File: src/rtl/flash_seq_pkg.sv
// -----------------------------------------------------------------------------
// flash_seq_pkg
// Shared definitions for the SPI NOR flash operation sequencer:
//   - SPI flash opcodes (write enable, chip/sector erase, page program,
//     read, read status register)
//   - op_code encodings presented on the sequencer request port
//   - sequencer and handshake state encodings
//   - transfer descriptor (length in bits + right-justified transmit data)
//     and the helper that builds the command transfer for an operation
//   - saturating 16-bit increment used by the poll counter
// -----------------------------------------------------------------------------
package flash_seq_pkg;

    localparam logic [7:0] OPC_WREN = 8'h06;
    localparam logic [7:0] OPC_CE   = 8'hC7;
    localparam logic [7:0] OPC_SE   = 8'h20;
    localparam logic [7:0] OPC_PP   = 8'h02;
    localparam logic [7:0] OPC_READ = 8'h03;
    localparam logic [7:0] OPC_RDSR = 8'h05;

    localparam logic [1:0] OP_CHIP_ERASE = 2'd0;
    localparam logic [1:0] OP_SECT_ERASE = 2'd1;
    localparam logic [1:0] OP_PROGRAM    = 2'd2;
    localparam logic [1:0] OP_READ       = 2'd3;

    typedef enum logic [2:0] {
        ST_IDLE,
        ST_WREN,
        ST_CMD,
        ST_POLL,
        ST_XWAIT,
        ST_GAP,
        ST_DONE
    } state_e;

    typedef enum logic [1:0] {
        HS_IDLE,
        HS_RISE,
        HS_FALL,
        HS_GAP
    } hs_phase_e;

    typedef struct packed {
        logic [7:0]   len;
        logic [127:0] tx;
    } xfer_t;

    localparam xfer_t XFER_WREN = '{len: 8'd8,  tx: 128'(OPC_WREN)};
    localparam xfer_t XFER_RDSR = '{len: 8'd16, tx: 128'({OPC_RDSR, 8'h00})};

    // Command transfer for an operation; the read carries one dummy byte
    // slot whose receive byte lands in spi_rx[7:0].
    function automatic xfer_t cmd_xfer(input logic [1:0]  code,
                                       input logic [23:0] addr,
                                       input logic [7:0]  wdata);
        xfer_t x;
        x.len = 8'd8;
        x.tx  = 128'(OPC_CE);
        case (code)
            OP_SECT_ERASE: begin
                x.len = 8'd32;
                x.tx  = 128'({OPC_SE, addr});
            end
            OP_PROGRAM: begin
                x.len = 8'd40;
                x.tx  = 128'({OPC_PP, addr, wdata});
            end
            OP_READ: begin
                x.len = 8'd40;
                x.tx  = 128'({OPC_READ, addr, 8'h00});
            end
            default: ;
        endcase
        return x;
    endfunction

    function automatic logic [15:0] sat_inc16(input logic [15:0] v);
        return (v == 16'hFFFF) ? v : v + 16'd1;
    endfunction

endpackage

File: src/rtl/flash_xfer_hs.sv
// -----------------------------------------------------------------------------
// flash_xfer_hs
// Handshake with the SPI engine for one transaction: emits a one-cycle trigger,
// waits for the engine's busy to rise and then fall, and optionally times the
// CS-high gap before the next transaction may be issued.
//
// Ports
//   clk_i       in   clock, rising edge
//   rst_ni      in   asynchronous active-low reset
//   start_i     in   issue request (one cycle); trigger follows next cycle
//   gap_en_i    in   sampled on busy fall: 1 = run the gap timer afterwards
//   spi_busy_i  in   SPI engine busy
//   trig_o      out  registered one-cycle start pulse to the engine
//   fall_o      out  combinational: engine busy fell this cycle
//   gap_done_o  out  combinational: last cycle of the gap
// -----------------------------------------------------------------------------
module flash_xfer_hs
    import flash_seq_pkg::*;
#(
    parameter int GAP_CYC = 4
) (
    input  logic clk_i,
    input  logic rst_ni,
    input  logic start_i,
    input  logic gap_en_i,
    input  logic spi_busy_i,
    output logic trig_o,
    output logic fall_o,
    output logic gap_done_o
);

    hs_phase_e   phase_q, phase_d;
    logic [15:0] cnt_q, cnt_d;
    logic        trig_q;

    always_ff @(posedge clk_i or negedge rst_ni) begin
        if (!rst_ni) begin
            phase_q <= HS_IDLE;
            cnt_q   <= '0;
            trig_q  <= 1'b0;
        end else begin
            phase_q <= phase_d;
            cnt_q   <= cnt_d;
            trig_q  <= start_i;
        end
    end

    always_comb begin
        phase_d    = phase_q;
        cnt_d      = cnt_q;
        fall_o     = 1'b0;
        gap_done_o = 1'b0;
        case (phase_q)
            HS_IDLE: begin
                if (start_i) phase_d = HS_RISE;
            end
            // The trigger cycle itself is spent here, so a busy that rises
            // in response to the trigger is caught on the following edge.
            HS_RISE: begin
                if (spi_busy_i) phase_d = HS_FALL;
            end
            HS_FALL: begin
                if (!spi_busy_i) begin
                    fall_o  = 1'b1;
                    cnt_d   = '0;
                    phase_d = gap_en_i ? HS_GAP : HS_IDLE;
                end
            end
            HS_GAP: begin
                // A zero gap still spends one cycle here.
                if (32'(cnt_q) + 32'd1 >= GAP_CYC) begin
                    gap_done_o = 1'b1;
                    phase_d    = HS_IDLE;
                end else begin
                    cnt_d = cnt_q + 16'd1;
                end
            end
            default: phase_d = HS_IDLE;
        endcase
    end

    assign trig_o = trig_q;

endmodule

File: src/rtl/flash_op_seq.sv
// -----------------------------------------------------------------------------
// flash_op_seq
// Sequences SPI NOR flash operations (chip erase, sector erase, byte program,
// byte read) as a series of SPI transactions handed to an external engine:
//   erase/program: WREN -> command -> status poll repeated while WIP=1
//   read:          single read command, data byte captured on busy fall
//
// Build option
//   FLASH_SEQ_TIMEOUT_EN  when defined, POLL_MAX polls that all report WIP=1
//                         end the operation with op_err=1; otherwise polling
//                         is unbounded and op_err is tied low.
//
// Ports
//   sclk      in   system clock, rising edge
//   srst_n    in   asynchronous active-low reset
//   op_req    in   start pulse, sampled only in IDLE
//   op_code   in   0 chip erase, 1 sector erase, 2 byte program, 3 byte read
//   op_addr   in   flash byte address, latched on accept
//   op_wdata  in   program data, latched on accept
//   op_busy   out  high from the cycle after accept through the DONE cycle
//   op_done   out  one-cycle completion pulse
//   op_rdata  out  read byte, valid with op_done of a read, held until next read
//   op_err    out  poll timeout flag, valid with op_done
//   spi_trig  out  one-cycle start pulse to the SPI engine
//   spi_len   out  transaction length in bits
//   spi_tx    out  transmit data, right-justified, bit spi_len-1 sent first
//   spi_busy  in   SPI engine busy
//   spi_rx    in   received data, last received bit at bit 0
// -----------------------------------------------------------------------------
module flash_op_seq
    import flash_seq_pkg::*;
#(
    parameter int GAP_CYC  = 4,
    parameter int POLL_MAX = 65535
) (
    input  logic         sclk,
    input  logic         srst_n,
    input  logic         op_req,
    input  logic [1:0]   op_code,
    input  logic [23:0]  op_addr,
    input  logic [7:0]   op_wdata,
    output logic         op_busy,
    output logic         op_done,
    output logic [7:0]   op_rdata,
    output logic         op_err,
    output logic         spi_trig,
    input  logic         spi_busy,
    output logic [7:0]   spi_len,
    output logic [127:0] spi_tx,
    input  logic [127:0] spi_rx
);

    state_e       state_q, state_d;
    state_e       last_q, last_d;       // issue state of the transaction in flight
    logic [1:0]   code_q, code_d;
    logic [23:0]  addr_q, addr_d;
    logic [7:0]   wdata_q, wdata_d;
    logic [15:0]  poll_cnt_q, poll_cnt_d;
    logic [7:0]   rdata_q, rdata_d;
    logic [7:0]   len_q, len_d;
    logic [127:0] tx_q, tx_d;

    logic  accept;
    logic  hs_start, hs_gap_en, hs_fall, hs_gap_done;
    logic  poll_wip_end;                // a status poll just ended with WIP=1
    logic  timeout_hit;
    xfer_t cmd;

    assign accept       = (state_q == ST_IDLE) && op_req;
    assign poll_wip_end = (state_q == ST_XWAIT) && hs_fall && (last_q == ST_POLL) && spi_rx[0];
    assign cmd          = cmd_xfer(code_q, addr_q, wdata_q);

    flash_xfer_hs #(
        .GAP_CYC (GAP_CYC)
    ) u_hs (
        .clk_i      (sclk),
        .rst_ni     (srst_n),
        .start_i    (hs_start),
        .gap_en_i   (hs_gap_en),
        .spi_busy_i (spi_busy),
        .trig_o     (spi_trig),
        .fall_o     (hs_fall),
        .gap_done_o (hs_gap_done)
    );

    always_ff @(posedge sclk or negedge srst_n) begin
        if (!srst_n) begin
            state_q    <= ST_IDLE;
            last_q     <= ST_IDLE;
            code_q     <= '0;
            addr_q     <= '0;
            wdata_q    <= '0;
            poll_cnt_q <= '0;
            rdata_q    <= '0;
            len_q      <= '0;
            tx_q       <= '0;
        end else begin
            state_q    <= state_d;
            last_q     <= last_d;
            code_q     <= code_d;
            addr_q     <= addr_d;
            wdata_q    <= wdata_d;
            poll_cnt_q <= poll_cnt_d;
            rdata_q    <= rdata_d;
            len_q      <= len_d;
            tx_q       <= tx_d;
        end
    end

    always_comb begin
        state_d    = state_q;
        last_d     = last_q;
        code_d     = code_q;
        addr_d     = addr_q;
        wdata_d    = wdata_q;
        poll_cnt_d = poll_cnt_q;
        rdata_d    = rdata_q;
        len_d      = len_q;
        tx_d       = tx_q;
        hs_start   = 1'b0;
        hs_gap_en  = 1'b0;
        case (state_q)
            ST_IDLE: begin
                if (accept) begin
                    code_d     = op_code;
                    addr_d     = op_addr;
                    wdata_d    = op_wdata;
                    poll_cnt_d = '0;
                    state_d    = (op_code == OP_READ) ? ST_CMD : ST_WREN;
                end
            end
            // Issue states load len/tx; they stay untouched until the next
            // issue, which keeps them stable for the whole transaction.
            ST_WREN: begin
                len_d    = XFER_WREN.len;
                tx_d     = XFER_WREN.tx;
                hs_start = 1'b1;
                last_d   = ST_WREN;
                state_d  = ST_XWAIT;
            end
            ST_CMD: begin
                len_d    = cmd.len;
                tx_d     = cmd.tx;
                hs_start = 1'b1;
                last_d   = ST_CMD;
                state_d  = ST_XWAIT;
            end
            ST_POLL: begin
                len_d      = XFER_RDSR.len;
                tx_d       = XFER_RDSR.tx;
                poll_cnt_d = sat_inc16(poll_cnt_q);
                hs_start   = 1'b1;
                last_d     = ST_POLL;
                state_d    = ST_XWAIT;
            end
            ST_XWAIT: begin
                if (hs_fall) begin
                    case (last_q)
                        ST_CMD: begin
                            if (code_q == OP_READ) begin
                                rdata_d = spi_rx[7:0];
                                state_d = ST_DONE;
                            end else begin
                                hs_gap_en = 1'b1;
                                state_d   = ST_GAP;
                            end
                        end
                        ST_POLL: begin
                            if (!spi_rx[0] || timeout_hit) begin
                                state_d = ST_DONE;
                            end else begin
                                hs_gap_en = 1'b1;
                                state_d   = ST_GAP;
                            end
                        end
                        default: begin
                            hs_gap_en = 1'b1;
                            state_d   = ST_GAP;
                        end
                    endcase
                end
            end
            ST_GAP: begin
                if (hs_gap_done) state_d = (last_q == ST_WREN) ? ST_CMD : ST_POLL;
            end
            ST_DONE: begin
                state_d = ST_IDLE;
            end
            default: state_d = ST_IDLE;
        endcase
    end

`ifdef FLASH_SEQ_TIMEOUT_EN
    logic err_q;

    // poll_cnt_q already includes the poll that just ended.
    assign timeout_hit = (32'(poll_cnt_q) >= POLL_MAX);

    always_ff @(posedge sclk or negedge srst_n) begin
        if (!srst_n) begin
            err_q <= 1'b0;
        end else if (accept) begin
            err_q <= 1'b0;
        end else if (poll_wip_end && timeout_hit) begin
            err_q <= 1'b1;
        end
    end

    assign op_err = err_q;
`else
    logic unused_poll;

    assign timeout_hit = 1'b0;
    assign op_err      = 1'b0;
    assign unused_poll = poll_wip_end ^ (POLL_MAX != 0);
`endif

    logic unused_rx;
    assign unused_rx = ^spi_rx[127:8];

    assign op_busy  = (state_q != ST_IDLE);
    assign op_done  = (state_q == ST_DONE);
    assign op_rdata = rdata_q;
    assign spi_len  = len_q;
    assign spi_tx   = tx_q;

endmodule

File: config.mk
export PLATFORM = sky130hd
export DESIGN_NAME = flash_op_seq
export DESIGN_NICKNAME = d
export VERILOG_FILES = /design/src/rtl/flash_seq_pkg.sv /design/src/rtl/flash_xfer_hs.sv /design/src/rtl/flash_op_seq.sv
export SDC_FILE = /design/constraint.sdc
export NUM_CORES = 1
export LEC_CHECK = 0
export BUFFER_PORTS_ARGS = -buffer_cell sky130_fd_sc_hd__clkbuf_2
export CAP_MARGIN = 20
export CORE_AREA = 2 2 123 125
export CTS_BUF_LIST = sky130_fd_sc_hd__clkbuf_4
export DETAILED_ROUTE_END_ITERATION = 8
export DIE_AREA = 0 0 125 127
export HOLD_SLACK_MARGIN = 0.1
export PLACE_DENSITY = 0.71
export SYNTH_ARGS = -nofsm -noshare
export SYNTH_HDL_FRONTEND = slang
export SYNTH_SLANG_ARGS = --single-unit
File: constraint.sdc
create_clock -name sclk -period 2.3 [get_ports sclk]
set_input_delay 0.345 -clock sclk [delete_from_list [all_inputs] [get_ports sclk]]
set_output_delay 0.345 -clock sclk [all_outputs]
set_load 0.01 [all_outputs]
# Word level (Yosys, flattened, before mapping)
# Cells that the tools add are included.
# totals
reg_bits	203
latchBits	0
ram_bits	0
mem_bits_ro	0
in_bits	166
elab_cells	82
n_memories	0
# classes
addsub	2
n_mul	0
div	0
magnitude_cmp	1
n_eq_ne	24
shifts	0
mux	32
bitwise_logic	0
reduce_logical	12
# op_table
operator	count
$pmux 134 s3	1
$pmux 128 s3	1
$ge 32x3->1 const B	1
$mux 16	2
$pmux 16 s2	1
$pmux 8 s3	1
$add 16x1->17 const B	1
$add 16x1->16 const B	1
$mux 2	8
$eq 3x2->1 const B	4
$ne 2x2->1 const B	6
$pmux 3 s4	1
$eq 2x2->1 const B	5
$mux 1	10
$eq 3x3->1 const B	3
$mux 3	3
$pmux 3 s3	1
$pmux 2 s4	1
$reduce_and 4->1	2
$eq 3x1->1 const B	2
$pmux 3 s2	1
$reduce_and 3->1	2
$reduce_bool 3->1	2
$eq 2x1->1 const B	2
other kinds (8)	9

# Longest topological paths before layout
# Gate-level depths: netlist of the first run.
# logic_depth
ltp_word	8
ltp_mapped	8
mapped_depth_nobuf	7

# By module
# Synthesis of the first run repeated with hierarchy kept, for this count alone.
# hier_totals
cells_unflattened	496
area_unflattened_um2	5363.9
# modules_own_cells
module	n_inst	cells_per_inst	area_per_inst_um2
flash_op_seq	1	395	4372.9
flash_xfer_hs	1	101	991.0

# Least setup slack after synthesis of the first run
# OpenSTA, ideal clock, no wires.
# synth_timing
kind	reg2reg
start	reg u_hs.cnt_q[0]
end	reg u_hs.cnt_q[1]
setup_time_ns	0.125
arrival_time_ns	2.172
required_ns	2.175
slack_ns	0.003
stages_incl_launch_ff	8
path_buffers	0
period_less_slack_ns	2.297
cell_sequence	dfrtp_1 -> ha_1 -> and3_2 -> a2111oi_4 -> nor3_2 -> nor4_4 -> nand3_2 -> mux2_4
# synth_via
elab_chain_cells	4
# synth_rtl
element	line	text
start, declared	flash_xfer_hs.sv:33	logic [15:0] cnt_q, cnt_d;
start signal, assigned	flash_xfer_hs.sv:43	cnt_q <= cnt_d;
$add 16x1->17	flash_xfer_hs.sv:71	if (32'(cnt_q) + 32'd1 >= GAP_CYC) begin
$ge 32x3->1	flash_xfer_hs.sv:71	
$ne 2x2->1 (no source line)	n/a	
$reduce_and 3->1 (no source line)	n/a	
# Parallel ways exist; a longest one is shown, timed or not. The select of a mux whose other input is x is not followed.
# A chain may end at the register's enable or synchronous reset.

# Final worst setup path of the first run
# layout_timing
start	reg u_hs.cnt_q[2]
end	reg u_hs.cnt_q[1]
# layout_via
elab_chain_cells	4
# layout_rtl
element	line
$add 16x1->17	flash_xfer_hs.sv:71
$ge 32x3->1	flash_xfer_hs.sv:71
$ne 2x2->1 (no source line)	n/a
$reduce_and 3->1 (no source line)	n/a
# No other way between the ends.

==> reports/results.ini, run 1 <==
[synthesis]
synth_warnings=0
synth_flop_cell=dfrtp_1
ys_seq_area_share_pct=49.2
async_reset_ff_share_pct=100
yosys.area_share.simple_pct=8.55
synth_cell_types=53
avgSynthCellArea_um2=11.0
synth_mux_area_share_pct=8.62
synthAdderAreaFrac_pct=0.239
synthCells=477
yosysTopAreaCell=dfrtp_1
ys_ff_latch=103
synth_edf_count=0
netlist.area_leader.share_pct=49.2
synth.area.top_cells=dfrtp_1 49%, buf_4 14%, mux2_2 8.0%, a222oi_1 3.2%, inv_1 2.2%
synth_compound_area_share_pct=15.1
synth_top_family_by_area=buffers and inverters
synth-xor-area-share_pct=0.167
synth_area_mm2=0.00524

[layout]
drive_above_1_share_pct=30.2
area_growth_pct=20.5
final_util_pct=43.8
fin_nets=791
fin_cells=813
diodes=0
nFillCells=1320

[worst_hold_path]
hp-class=in -> reg

[floorplanning]
io_pins=314
start_util_pct=36.3
rows=44
core-area_mm2=0.0144
dieArea_mm2=0.0159
die_y_um=127
die_x_um=125

[timing]
worst_slack_ns=0.0606
grt_setup_unrepaired=true
final.period_utilization_pct=97.4
tightest_slew_ns=0.834
finalHoldViolations=0
layout_min_cycle_time_ns=2.24
fin_setup_tns_ns=0
relSlewSlack_pct=44.4
maxSlewViolCount=0
fmax_ghz=0.447
clock_skew_ns=0.0265
finalSetupViolCount=0

[setup_path]
max_stage_delay_ns=0.55
crit_path_end_kind=register
crit_chain=nand4_4 -> nor4_4 -> mux2_4 -> nor4_4 -> buf_4 -> nand3_2 -> mux2_4
worst_setup_path_start_kind=register
crit_type=reg -> reg
required_ns=2.66
worstPathArrival_ns=2.60
critPathMaxFanout=7
cpMaxStageDelayCell=dfrtp_1

[routing]
avgRoutedWirePerCell_um=14.8
vias=3820
detail-route-antenna-nets=0
drc=0
viasPerCell=4.70
wl_um=12100
drtIter0Drc=236
drt_pass1_iterations=5

[clock_network]
clk_pin_slew_ns=0.18
cts_made_buffers=9
root_buffer=clkbuf_4
cts_tree=yes
clockBufferDepth=2
clk_latency_ns=0.47
htree_levels=3
cts_sinks=103

[global_route]
grt_max_degree=48
grt_pass1_wl_um=19200
grt-ovfl-total=0
grt_pass1_vias=3810
antenna_found_initial=0
grtUsageTotal_pct=14.9

[outcome]
status=finished, final reports clean

[place]
detailed_place_hpwl_um=8240
dp_cells=751
pre_cts_ws_ns=-0.0230
finalWeightedCongestion=0.799
io_buffers=93

[power_and_ir_drop]
vdd_drop_max_v=0.000631
p_per_area_mw_per_mm2=1020
p_leak_nw=3.24

[run]
drv_cap=0

path summary, 6_finish.rpt:
kind | start | end | slack (ns) | depth (start not counted)
min reg2reg | spi_len[5] | spi_len[5] | 0.50 | 2
max in group asynchronous | srst_n | addr_q[9] | 1.28 | 3
min in group asynchronous | srst_n | wdata_q[4] | 0.32 | 2
max | u_hs.cnt_q[2] | u_hs.cnt_q[1] | 0.06 | 7
max reg2reg | u_hs.cnt_q[2] | u_hs.cnt_q[1] | 0.06 | 7
min | op_code[0] | code_q[0] | 0.13 | 3
kinds of logic after synthesis:
| logic type | count (synthesis) |
|---|---|
| buffers and inverters | 152 |
| DFF | 103 |
| AOI/OAI and AO/OA | 100 |
| and+or+nand+nor | 79 |
| muxes | 40 |
| adders and majority gates | 1 |
| other | 1 |
| xor gates and xnor gates | 1 |
report_power, final:
part           internal, W  total [W]  leakage, nW  switching [W]
Clock             0.000255   0.000889       0.0724       0.000634
Combinational      0.00120    0.00252         1.85        0.00132
Sequential         0.00248    0.00303         1.32       0.000545
Total              0.00394    0.00644         3.24        0.00250
worst max-delay path, delay by kind of cell (launching register included):
family	cells	cell delay [ns]
mux	2	0.66
simple gates	4	0.77
buf+inv	1	0.18
flops	1	0.55
layout by cell type (no fill, tap or decap), types with 2 or more instances in the layout:
| master | synthesis | final |
|---|---|---|
| a211oi_1 | 4 | 4 |
| nand3b_1 | 3 | 3 |
| a21o_1 | 2 | 2 |
| nand4_4 | 0 | 2 |
| and2_1 | 6 | 6 |
| inv_8 | 0 | 2 |
| nand2_1 | 23 | 23 |
| nor4_4 | 1 | 3 |
| buf_12 | 0 | 3 |
| a32oi_1 | 2 | 2 |
| inv_1 | 31 | 31 |
| nand2b_1 | 8 | 8 |
| buf_4 | 100 | 22 |
| and3_1 | 2 | 2 |
| a2111oi_4 | 2 | 2 |
| nand3_2 | 1 | 3 |
| dfrtp_1 | 103 | 102 |
| mux2_4 | 1 | 2 |
| o21a_1 | 2 | 2 |
| a222oi_1 | 17 | 17 |
| a221oi_1 | 3 | 3 |
| clkbuf_4 | 0 | 10 |
| clkbuf_2 | 0 | 92 |
| nor2_1 | 17 | 16 |
| a21oi_1 | 13 | 13 |
| mux2_2 | 37 | 36 |
| clkinv_4 | 0 | 2 |
| a32o_1 | 4 | 4 |
| conb_1 | 1 | 100 |
| dlygate4sd3_1 | 0 | 41 |
| a22o_1 | 7 | 7 |
| a31oi_1 | 3 | 3 |
| a21boi_0 | 13 | 12 |
| o21ai_0 | 17 | 17 |
| nand4_1 | 2 | 2 |
| o22a_1 | 3 | 3 |
metal layers:
layer  part of all wire [%]  global-route usage (%)
met5                      0                       0
met4                   0.96                    3.46
met2                     49                    25.8
met3                    9.5                    5.74
met1                     40                    17.7
sequential cells by signal, indices dropped and copies added (netlist names):
name,cells
last_q,2
u_hs.phase_q,2
code_q,2
u_hs.cnt_q,16
u_hs.trig_o,1
spi_len,3
spi_tx,34
addr_q,24
state_q,3
op_rdata,8
wdata_q,8
what timing repair did:
item	in CTS	in global routing
endpoints found under the hold margin	68	0
gates cloned	0	0
endpoints found under the setup margin	6	7
setup buffers	3	2
resized for setup	4	9
pin swaps	3	3
hold buffers	41	0
cell type report:
type / instances / area, um^2 / area share (%)
Clock buffer: 10 / 75.1 / 1.19
Clock inverter: 6 / 52.6 / 0.832
Sequential cell: 103 / 2580 / 40.8
Timing Repair Buffer: 158 / 1100 / 17.4
Inverter: 31 / 116 / 1.84
Multi-Input combinational cell: 321 / 2170 / 34.3
Tap cell: 184 / 230 / 3.65
metrics by stage:
| stage | cell area [um^2] | power, W | hold WS, ns |
|---|---|---|---|
| after global routing | 6310 | 0.00693 | 0.106 |
| after CTS | 6260 | 0.00648 | 0.105 |
| after global placement | 5670 | 0.00536 | 0.288 |
| final | 6310 | 0.00644 | 0.129 |
| after detailed placement | 5670 | 0.00547 | 0.304 |
| after floorplan | 5610 | 0.00460 | 0.0494 |
cell usage after synthesis, drive strengths merged (2+ instances only):
| cell | number |
|---|---|
| a222oi | 17 |
| a22o | 7 |
| a211oi | 4 |
| and2 | 6 |
| o21a | 2 |
| a2111oi | 2 |
| nand3b | 3 |
| nor2 | 17 |
| o21ai | 17 |
| nor3 | 2 |
| a221oi | 3 |
| o22a | 3 |
| a21boi | 14 |
| and3 | 3 |
| dfrtp | 103 |
| inv | 31 |
| mux2 | 38 |
| buf | 101 |
| a31oi | 3 |
| a32oi | 2 |
| nand2b | 8 |
| a21oi | 13 |
| a21o | 2 |
| clkbuf | 20 |
| nor4 | 5 |
| a32o | 4 |
| nand2 | 23 |
| mux2i | 2 |
| nand4 | 4 |
| nand3 | 4 |
No activity file was read; power rests on OpenSTA's default activity.
==> inputs of run 2 (changes only) <==
--- a/config.mk
+++ b/config.mk
@@ -7,12 +7,11 @@
 export LEC_CHECK = 0
 export BUFFER_PORTS_ARGS = -buffer_cell sky130_fd_sc_hd__clkbuf_2
 export CAP_MARGIN = 20
-export CORE_AREA = 2 2 123 125
-export CTS_BUF_LIST = sky130_fd_sc_hd__clkbuf_4
+export CORE_AREA = 2 2 121 123
 export DETAILED_ROUTE_END_ITERATION = 8
-export DIE_AREA = 0 0 125 127
+export DIE_AREA = 0 0 123 125
 export HOLD_SLACK_MARGIN = 0.1
-export PLACE_DENSITY = 0.71
+export PLACE_DENSITY = 0.73
 export SYNTH_ARGS = -nofsm -noshare
 export SYNTH_HDL_FRONTEND = slang
 export SYNTH_SLANG_ARGS = --single-unit
==> run 2 against run 1 <==
Worst setup slack improved by 0.0018 ns. Largest cell class unchanged. Clock power increased by 90%. Critical endpoint is now u_hs.phase_q[0]. Highest routed layer unchanged. Clock skew decreased by 0.019 ns. Via count decreased by 4.8%. Clock-buffer cell count unchanged.
==> reports/results.ini, run 2 (same netlist as run 1, synthesis figures left out) <==
[clock_network]
clk_pin_slew_ns=0.07  ; was 0.18 ns
cts_sinks=103  ; unchanged
clk_latency_ns=0.35  ; was 0.47 ns
cts_made_buffers=9  ; unchanged
clockBufferDepth=2  ; unchanged
htree_levels=3  ; unchanged
cts_tree=yes  ; unchanged
root_buffer=clkbuf_16  ; was clkbuf_4

[setup_path]
critPathMaxFanout=5  ; was 7
cpMostUsedCell=buf_4
worstRegToRegCells=9  ; was 7
required_ns=2.57  ; was 2.66 ns
crit_path_end_kind=register  ; unchanged
cp-startpoint=u_hs.cnt_q[0]  ; was u_hs.cnt_q[2]
crit_chain=buf_4 -> nand4_4 -> nor4_2 -> mux2_4 -> nor4_4 -> buf_4 -> buf_4 -> a31oi_1 -> a21oi_1  ; was nand4_4 -> nor4_4 -> mux2_4 -> nor4_4 -> buf_4 -> nand3_2 -> mux2_4
cpMaxStageDelayCell=dfrtp_2  ; was dfrtp_1
worst_setup_path_start_kind=register  ; unchanged
worstPathArrival_ns=2.51  ; was 2.60 ns
r2r-start=u_hs.cnt_q[0]  ; was u_hs.cnt_q[2]
max_stage_delay_ns=0.41  ; was 0.55 ns
crit_type=reg -> reg  ; unchanged

[power_and_ir_drop]
total_power_w=0.00712  ; was 0.00644 W
vdd_drop_max_v=0.000741  ; was 0.000631 V
p_leak_nw=3.12  ; was 3.24 nW
p_per_area_mw_per_mm2=1170  ; was 1020 mW/mm^2

[timing]
fmax_ghz=0.447  ; about the same
finalSetupViolCount=0  ; unchanged
tightest_slew_ns=0.874  ; was 0.834 ns
timing.hold.ws_ns=0.205  ; was 0.129 ns
maxSlewViolCount=0  ; unchanged
finalHoldViolations=0  ; unchanged
layout_min_cycle_time_ns=2.24  ; about the same
clock_skew_ns=0.00765  ; was 0.0265 ns
relSlewSlack_pct=41.7  ; was 44.4%
fin_setup_tns_ns=0  ; unchanged
worst_slack_ns=0.0624  ; was 0.0606 ns
final.period_utilization_pct=97.3  ; was 97.4%

[routing]
vias=3638  ; was 3820
viasPerCell=4.68  ; was 4.70
drc=0  ; unchanged
drt_pass1_iterations=5  ; unchanged
wl_um=11300  ; was 12100 um
drtIter0Drc=216  ; was 236
avgRoutedWirePerCell_um=14.5  ; was 14.8 um
detail-route-antenna-nets=0  ; unchanged

[place]
placed_area_mm2=0.00570  ; was 0.00567 mm^2
detailed_place_hpwl_um=8060  ; was 8240 um
finalWeightedCongestion=0.807  ; was 0.799
pre_cts_ws_ns=-0.00391  ; was -0.0230 ns
io_buffers=93  ; unchanged

[outcome]
status=finished, final reports clean  ; unchanged

[layout]
fin_nets=756  ; was 791
layout_common_cells=100 x conb_1, 98 x dfrtp_1, 92 x clkbuf_2, 36 x mux2_2, 31 x inv_1  ; was 102 x dfrtp_1, 100 x conb_1, 92 x clkbuf_2, 41 x dlygate4sd3_1, 36 x mux2_2
finish.instance_area_mm2=0.00611  ; was 0.00631 mm^2
diodes=0  ; unchanged
drive_above_1_share_pct=33.2  ; was 30.2%
final_common_cell=conb_1  ; was dfrtp_1
largest_register_ffs=34  ; unchanged
area_growth_pct=16.6  ; was 20.5%

[global_route]
use_met1_pct=19.6  ; was 17.7%
grt_pass1_vias=3483  ; was 3810
met2_usage_pct=23.4  ; was 25.8%
grt_pass1_wl_um=18200  ; was 19200 um
grtUsageTotal_pct=15.1  ; was 14.9%
antenna_found_initial=0  ; unchanged
grtUsageMet3_pct=6.25  ; was 5.74%
grt_busiest_layer=met2  ; unchanged
grt_max_degree=47  ; was 48
grt-ovfl-total=0  ; unchanged

[floorplanning]
die_x_um=123  ; was 125 um
die_y_um=125  ; was 127 um
start_util_pct=36.9  ; was 36.3%
rows=44  ; unchanged
io_pins=314  ; unchanged
dieArea_mm2=0.0154  ; was 0.0159 mm^2
core-area_mm2=0.0142  ; was 0.0144 mm^2

[run]
drv_cap=0  ; unchanged

[worst_hold_path]
hp-class=in -> reg  ; unchanged
holdPathStages=3  ; unchanged
min_from=op_wdata[6]  ; was op_code[0]

run 2: worst paths after layout:
path,slack [ns],endpoint
max,0.06,u_hs.phase_q[0]
min,0.21,wdata_q[6]
max reg2reg,0.06,u_hs.phase_q[0]
min reg2reg,0.48,spi_tx[10]
max in group asynchronous,1.10,spi_tx[14]
min in group asynchronous,0.50,addr_q[4]
run 2: repair_timing:
item / in CTS / in global routing
pin swaps: 1 / 2
endpoints found under the setup margin: 1 / 8
hold endpoints to repair: 35 / 0
buffers inserted: 0 / 4
hold buffers: 1 / 0
gates resized for setup: 2 / 9
run 2: power breakdown:
| part | switching (W) | internal, W |
|---|---|---|
| registers | 0.000511 | 0.00250 |
| logic | 0.00128 | 0.00114 |
| clock network | 0.000699 | 0.000990 |
| total | 0.00249 | 0.00463 |
run 2: final cells by class:
cell class,instances,area (um^2)
Timing Repair Buffer,123,721
Clock inverter,6,92.6
Sequential cell,103,2580
Multi-Input combinational cell,321,2130
Fill cell,1378,8100
Clock buffer,10,239
Tap cell,184,230
Inverter,31,116
run 2: per-stage QoR:
stage / utilization [%] / cells
3_3_place_gp: 40.1 / 757
5_1_grt: 43.0 / 778
2_1_floorplan: - / 576
3_5_place_dp: 40.1 / 757
4_1_cts: 42.6 / 774
6_report: 43.0 / 778
run 2: routing by layer:
layer / share of wire, % / wire length [um]
met1: 42 / 4770
met2: 47 / 5290
met3: 10 / 1120
met4: 0.81 / 91
met5: 0 / 0
run 2: critical path, delay by kind of cell, from the launching register on:
kind,cells,cell delay (ns)
and+or+nand+nor,3,0.73
AOI/OAI and AO/OA,2,0.23
buffers and inverters,3,0.43
muxes,1,0.35
DFF,1,0.41
